$ cat src/rtl/instr_prefetch_queue.sv
// -----------------------------------------------------------------------------
// instr_prefetch_queue
//
// Purpose:
//   Instruction prefetch buffer between an instruction memory and a core.
//   A small FSM (IDLE / WAIT / DISCARD) issues word fetches to memory and
//   pushes returned words, tagged with their address, into a DEPTH-entry
//   FIFO. The core pops from the head. A redirect flushes the FIFO and
//   restarts fetching at the new address. A fetch that is already in flight
//   when a redirect arrives is allowed to complete, and its word is dropped.
//
// Parameters:
//   DEPTH    - FIFO entries (power of two, 2..16)
//   RESET_PC - first fetch address after reset
//
// Ports:
//   clk_i          in   1   clock, all state updates on the rising edge
//   rst_i          in   1   synchronous active-high reset
//   mem_req_o      out  1   fetch request (high in WAIT and DISCARD)
//   mem_addr_o     out  32  registered word-aligned fetch address
//   mem_ack_i      in   1   memory acknowledge, mem_data_i valid same cycle
//   mem_data_i     in   32  fetched instruction word
//   inst_valid_o   out  1   head entry available (suppressed during redirect)
//   inst_ready_i   in   1   core accepts head entry
//   inst_o         out  32  head instruction
//   inst_pc_o      out  32  address of head instruction
//   redirect_i     in   1   flush and refetch from redirect_pc_i
//   redirect_pc_i  in   32  new fetch address, bits [1:0] ignored
//   stall_cnt_o    out  16  (only with IPF_STATS_EN) saturating count of
//                           cycles with inst_ready_i=1 and inst_valid_o=0
//
// Optional feature macro: IPF_STATS_EN
// -----------------------------------------------------------------------------
module instr_prefetch_queue #(
  parameter int          DEPTH    = 4,
  parameter logic [31:0] RESET_PC = 32'h0000_0000
) (
  input  logic        clk_i,
  input  logic        rst_i,
  output logic        mem_req_o,
  output logic [31:0] mem_addr_o,
  input  logic        mem_ack_i,
  input  logic [31:0] mem_data_i,
  output logic        inst_valid_o,
  input  logic        inst_ready_i,
  output logic [31:0] inst_o,
  output logic [31:0] inst_pc_o,
  input  logic        redirect_i,
  input  logic [31:0] redirect_pc_i
`ifdef IPF_STATS_EN
  ,
  output logic [15:0] stall_cnt_o
`endif
);

  localparam int AW = $clog2(DEPTH);
  localparam int CW = AW + 1;
  localparam logic [CW-1:0] FULL = CW'(DEPTH);

  typedef enum logic [1:0] {
    S_IDLE    = 2'd0,
    S_WAIT    = 2'd1,
    S_DISCARD = 2'd2
  } state_t;

  state_t        r_state;
  state_t        w_state_next;

  logic [31:0]   r_pc_mem    [DEPTH];
  logic [31:0]   r_instr_mem [DEPTH];
  logic [AW-1:0] r_head;
  logic [AW-1:0] r_tail;
  logic [CW-1:0] r_count;
  logic [CW-1:0] w_count_next;
  logic [31:0]   r_fetch_pc;
  logic [31:0]   w_fetch_pc_next;
  logic [31:0]   r_mem_addr;
  logic [31:0]   w_mem_addr_next;

  logic          w_not_empty;
  logic          w_ack;
  logic          w_push;
  logic          w_pop;
  logic [31:0]   w_redirect_pc;
  logic          w_unused;

  assign w_redirect_pc = {redirect_pc_i[31:2], 2'b00};
  assign w_unused      = &{1'b0, redirect_pc_i[1:0]};

  assign w_not_empty  = (r_count != '0);
  assign mem_req_o    = (r_state != S_IDLE);
  assign mem_addr_o   = r_mem_addr;
  assign inst_valid_o = w_not_empty & ~redirect_i;
  // Head data is forced to zero when empty so the outputs read 0 out of reset
  // without needing to clear the storage arrays.
  assign inst_o       = w_not_empty ? r_instr_mem[r_head] : 32'h0;
  assign inst_pc_o    = w_not_empty ? r_pc_mem[r_head]    : 32'h0;

  // An ack only counts while a request is actually outstanding.
  assign w_ack  = mem_ack_i & mem_req_o;
  assign w_pop  = inst_valid_o & inst_ready_i;
  // Only WAIT pushes; WAIT is entered solely with room for the returning word,
  // so a push into a full FIFO cannot happen.
  assign w_push = (r_state == S_WAIT) & w_ack & ~redirect_i;

  always_comb begin
    w_state_next    = r_state;
    w_mem_addr_next = r_mem_addr;
    w_count_next    = r_count;
    w_fetch_pc_next = r_fetch_pc;

    if (redirect_i) begin
      w_count_next    = '0;
      w_fetch_pc_next = w_redirect_pc;
    end else begin
      w_count_next = r_count + CW'(w_push) - CW'(w_pop);
      if (w_push) begin
        w_fetch_pc_next = r_fetch_pc + 32'd4;
      end
    end

    case (r_state)
      S_IDLE: begin
        if (!redirect_i && (r_count < FULL)) begin
          w_state_next    = S_WAIT;
          w_mem_addr_next = r_fetch_pc;
        end
      end
      S_WAIT: begin
        if (w_ack) begin
          if (redirect_i) begin
            w_state_next = S_IDLE;
          end else if (w_count_next < FULL) begin
            // Back-to-back: issue the next word in the cycle after the ack.
            w_mem_addr_next = w_fetch_pc_next;
          end else begin
            w_state_next = S_IDLE;
          end
        end else if (redirect_i) begin
          // Request stays on the bus unchanged; its data will be thrown away.
          w_state_next = S_DISCARD;
        end
      end
      S_DISCARD: begin
        if (w_ack) begin
          w_state_next = S_IDLE;
        end
      end
      default: begin
        w_state_next = S_IDLE;
      end
    endcase
  end

  always_ff @(posedge clk_i) begin
    if (rst_i) begin
      r_state    <= S_IDLE;
      r_count    <= '0;
      r_head     <= '0;
      r_tail     <= '0;
      r_fetch_pc <= RESET_PC;
      r_mem_addr <= RESET_PC;
    end else begin
      r_state    <= w_state_next;
      r_count    <= w_count_next;
      r_fetch_pc <= w_fetch_pc_next;
      r_mem_addr <= w_mem_addr_next;
      if (redirect_i) begin
        r_head <= '0;
        r_tail <= '0;
      end else begin
        if (w_push) begin
          r_tail <= r_tail + AW'(1);
        end
        if (w_pop) begin
          r_head <= r_head + AW'(1);
        end
      end
    end
  end

  // Storage has no reset; contents are only observed when the count says so.
  always_ff @(posedge clk_i) begin
    if (!rst_i && w_push) begin
      r_pc_mem[r_tail]    <= r_mem_addr;
      r_instr_mem[r_tail] <= mem_data_i;
    end
  end

`ifdef IPF_STATS_EN
  logic [15:0] r_stall_cnt;

  always_ff @(posedge clk_i) begin
    if (rst_i) begin
      r_stall_cnt <= 16'h0;
    end else if (inst_ready_i && !inst_valid_o && (r_stall_cnt != 16'hFFFF)) begin
      r_stall_cnt <= r_stall_cnt + 16'd1;
    end
  end

  assign stall_cnt_o = r_stall_cnt;
`endif

endmodule

$ cat config.mk
export PLATFORM = sky130hd
export DESIGN_NAME = instr_prefetch_queue
export DESIGN_NICKNAME = d
export VERILOG_FILES = /design/src/rtl/instr_prefetch_queue.sv
export SDC_FILE = /design/constraint.sdc
export NUM_CORES = 1
export LEC_CHECK = 0
export CAP_MARGIN = 10
export CORE_MARGIN = 2
export CORE_UTILIZATION = 50
export DETAILED_ROUTE_END_ITERATION = 12
export GPL_TIMING_DRIVEN = 0
export PLACE_DENSITY = 0.76
export SLEW_MARGIN = 20
export SYNTH_ARGS = -nofsm -noshare
export SYNTH_HDL_FRONTEND = slang
export SYNTH_SLANG_ARGS = --single-unit
export TNS_END_PERCENT = 1
$ cat constraint.sdc
create_clock -name clk_i -period 3.95 [get_ports clk_i]
set_input_delay 0.79 -clock clk_i [delete_from_list [all_inputs] [get_ports clk_i]]
set_output_delay 0.79 -clock clk_i [all_outputs]
set_load 0.1 [all_outputs]
==> run_results.csv <==
group,metric,value,unit
layout,antenna_cells,0,
layout,layout-drive-gt1-share,20.5,%
power_and_ir_drop,powerDensity,454,mW/mm^2
die,rows,60,
yosys,synth_nets,969,
layout,fin_util,63.4,%
detailed_routing,vias,8421,
die,initial_core_util,50.6,%
clocking,cts_tree,"done",
die,die-area,0.0285,mm^2
yosys,ys_seq_area_share,67.7,%
sta,rsz0062_at_grt,"yes",
sta,slew_headroom,19.7,%
setup_path,slowest_delay,0.46,ns
detailed_routing,wl,32400,um
detailed_routing,first_pass_iters,7,
detailed_routing,drt-initial-drc-count,734,
yosys,netlist_area,0.0136,mm^2
power_and_ir_drop,switching_share,23.6,%
sta,finalClockSkew,0.0199,ns
placed_design,port_buffers,164,
yosys,yosysMostFrequentCell,"edfxtp_1",
global_route,track_usage,23.0,%
setup_path,critPathArrivalTime,4.24,ns
setup_path,cp.depth,15,
setup_path,critical-path-top-delay-family,"buffers and inverters",
yosys,synth_common_cells,"edfxtp_1, dfxtp_1, nor2b_1",
yosys,synthArstFlopShare,0,%
detailed_routing,drc,0,
status,status,"finished, final reports clean",
clocking,post_cts_buffers,0,
power_and_ir_drop,peakVddDrop,0.000237,V
power_and_ir_drop,power_frac_clock,41.5,%
sta,hold_viol,0,
setup_path,cp_slowest_cell,"clkdlybuf4s50_1",
setup_path,timing.rr.end,"mem_addr_o[12]",
layout,fin_nets,1171,
min_path,min_path_cells,2,
yosys,syn_area_per_cell,15.2,um^2
die,io_pins,167,
yosys,synth_edf_count,256,
min_path,min_from,"r_fetch_pc[0]",
yosys,ys_ff_latch,331,
detailed_routing,routedWlPerCell,22.2,um
layout,regArea,0.00919,mm^2
setup_path,setup.worst_path.class,"input port to flip-flop",
placed_design,placed_cells,1401,
die,die_h,169,um
power_and_ir_drop,p_seq_share,50.2,%
yosys,synth_top_area_cell,"edfxtp_1",
setup_path,r2r_setup_slack,0.43,ns
yosys,synthCells,892,
yosys,synth_top_area_share,56.7,%
sta,fmax,258,MHz
global_route,grt_pass1_vias,8563,
min_path,hold_path.class,"flip-flop to flip-flop",
placed_design,globalplace.congestion,0.964,
setup_path,cp_max_fo,26,
sta,tightestPinTransition,1.19,ns
clocking,cts.sinks,331,
min_path,hold_end,"mem_addr_o[0]",
setup_path,startpoint_type,"input port",
power_and_ir_drop,p_sw,1.82,mW
yosys,yosysWarnings,0,
sta,timing.final.crit_share,98.2,%
global_route,grt_max_degree,40,
sta,finalSetupViolations,0,
sta,min_period,3.88,ns
detailed_routing,ant_nets,0,
global_route,antenna_found_initial,0,
yosys,yosys.cell_types.count,70,
setup_path,crit_buf_inv,6,
layout,multiInputGateArea,0.00408,mm^2
setup_path,critical_path.cell_chain,"clkdlybuf4s50_1 > and4bb_2 > buf_8 > inv_1 > ha_1 > inv_1 > ha_1 > fa_1 > xor2_2 > o311a_1 > and2_1 > buf_4 > buf_2 > o21ai_0 > a31oi_1",
sta,final.setup.tns,0,ns
power_and_ir_drop,p_comb_share,8.3,%
setup_path,r2r.worst_path.cells,14,
clocking,cts_buffers,35,
power_and_ir_drop,internal_power,5.89,mW
yosys,synthTopCellsByArea,"edfxtp_1, dfxtp_1, mux4_2",
clocking,ctsHoldBuffers,0,
clocking,clock-root-buffer,"clkbuf_16",
setup_path,rr_startpoint,"r_state[1]",
clocking,insertion_delay,0.52,ns
die,coreArea,0.0268,mm^2
setup_path,cp.required,4.31,ns
global_route,grt_pass1_wl,49600,um
clocking,clk_pin_slew,0.06,ns
layout,fillers,1966,
setup_path,setup.worst_path.start,"redirect_i",
clocking,clockBufferDepth,3,
setup_path,endpoint_kind,"flip-flop",
layout,area_growth_syn_to_layout,25.2,%
power_and_ir_drop,power_leakage,5.50,nW
sta,slew_violations,0,
yosys,ys.flop_type,"edfxtp_1",
flow_run,drv_cap,0,
placed_design,dp_hpwl,21600,um
global_route,overflow,0,
clocking,cts_htree_levels,2,
layout,fin_cells,1460,
detailed_routing,avgViaCountPerCell,5.77,
die,die_width,169,um
## power by group through the flow
stage / sequential, mW / clock [mW] / combinational [mW]
finish: 3.87 / 3.20 / 0.640
global route: 3.88 / 3.39 / 0.669
CTS: 3.87 / 3.25 / 0.637
detailed placement: 3.94 / 0 / 0.633
global placement: 3.94 / 0 / 0.627
floorplan: 4.09 / 0 / 0.244
## per-layer routing
| layer | vias to the layer above | track usage (%) | routed length (um) |
|---|---|---|---|
| li1 | 3864 | - | - |
| met1 | 4189 | 31.6 | 14000 |
| met2 | 311 | 37.6 | 15700 |
| met3 | 57 | 3.88 | 1900 |
| met4 | 0 | 7.83 | 866 |
| met5 | - | 0 | 0 |
## state kept, by name, summed over array words and instances (netlist names), named ones only
signal       count
r_count          3
r_state          2
r_fetch_pc      32
r_head           2
mem_addr_o      32
r_tail           2
r_pc_mem       128
r_instr_mem    128
## layout by cell type (no fill, tap or decap), drive strengths merged, types with 11 or more instances in the layout
master,count
nor3,17
a21oi,37
a31oi,13
mux4,64
xnor2,12
inv,15
nand2,52
nor2b,67
nand3,21
buf,28
clkdlybuf4s50,99
nor4,11
clkbuf,81
nand4,12
dfxtp,75
edfxtp,256
o21ai,35
nor2,36
clkdlybuf4s15,60
## cells by family after synthesis
group | count (synthesis) | share of synthesized area [%]
AOI/OAI and AO/OA | 131 | 5.95
and+or+nand+nor | 263 | 11.0
xor gates and xnor gates | 14 | 0.904
buffers and inverters | 73 | 2.38
adders and majority gates | 8 | 0.793
DFF | 331 | 67.7
muxes | 72 | 11.2
## timing repair
| item | CTS | global route |
|---|---|---|
| pin swaps | 1 | 0 |
| cloned | 0 | 0 |
| setup endpoints to repair | 98 | 81 |
| gates resized for setup | 195 | 12 |
## metrics by stage
| stage | hold WS [ns] | setup WS [ns] | cell area [um^2] | power, mW |
|---|---|---|---|---|
| global placement | 0.445 | -1.50 | 15600 | 4.57 |
| CTS | 0.464 | -0.0430 | 17000 | 7.76 |
| detailed placement | 0.451 | -1.36 | 15700 | 4.58 |
| finish | 0.463 | 0.0696 | 17000 | 7.71 |
| global route | 0.484 | -0.0825 | 17000 | 7.93 |
| floorplan | 0.429 | 0.229 | 13600 | 4.33 |
## final cells by class
class	instances	share of cell area, %
plain buffers	57	1.72
clock buffers	47	5.79
clock inverters	15	0.884
inverters	13	0.287
multi-input cells	488	24.0
flip-flops and latches	331	54.1
well taps	341	2.51
repair buffers	168	10.7
## worst register-to-register path: stages (launching register included)
cell and delay [ns]:
dfxtp_1 0.38, and4bb_2 0.34, buf_8 0.21, inv_1 0.18, ha_1 0.33, inv_1 0.05, ha_1 0.18, fa_1 0.40
xor2_2 0.20, o311a_1 0.32, and2_1 0.16, buf_4 0.18, buf_2 0.20, o21ai_0 0.18, a31oi_1 0.05
## how the worst max path moves through the flow
stage	to	slack [ns]
6_report	mem_addr_o[12]	0.07
5_1_grt	mem_addr_o[1]	-0.08
4_1_cts	inst_valid_o	-0.04
3_5_place_dp	mem_addr_o[10]	-1.36
3_3_place_gp	r_pc_mem[0][2]	-1.50
2_1_floorplan	mem_addr_o[17]	0.23
(Power assumes the default switching activity.)
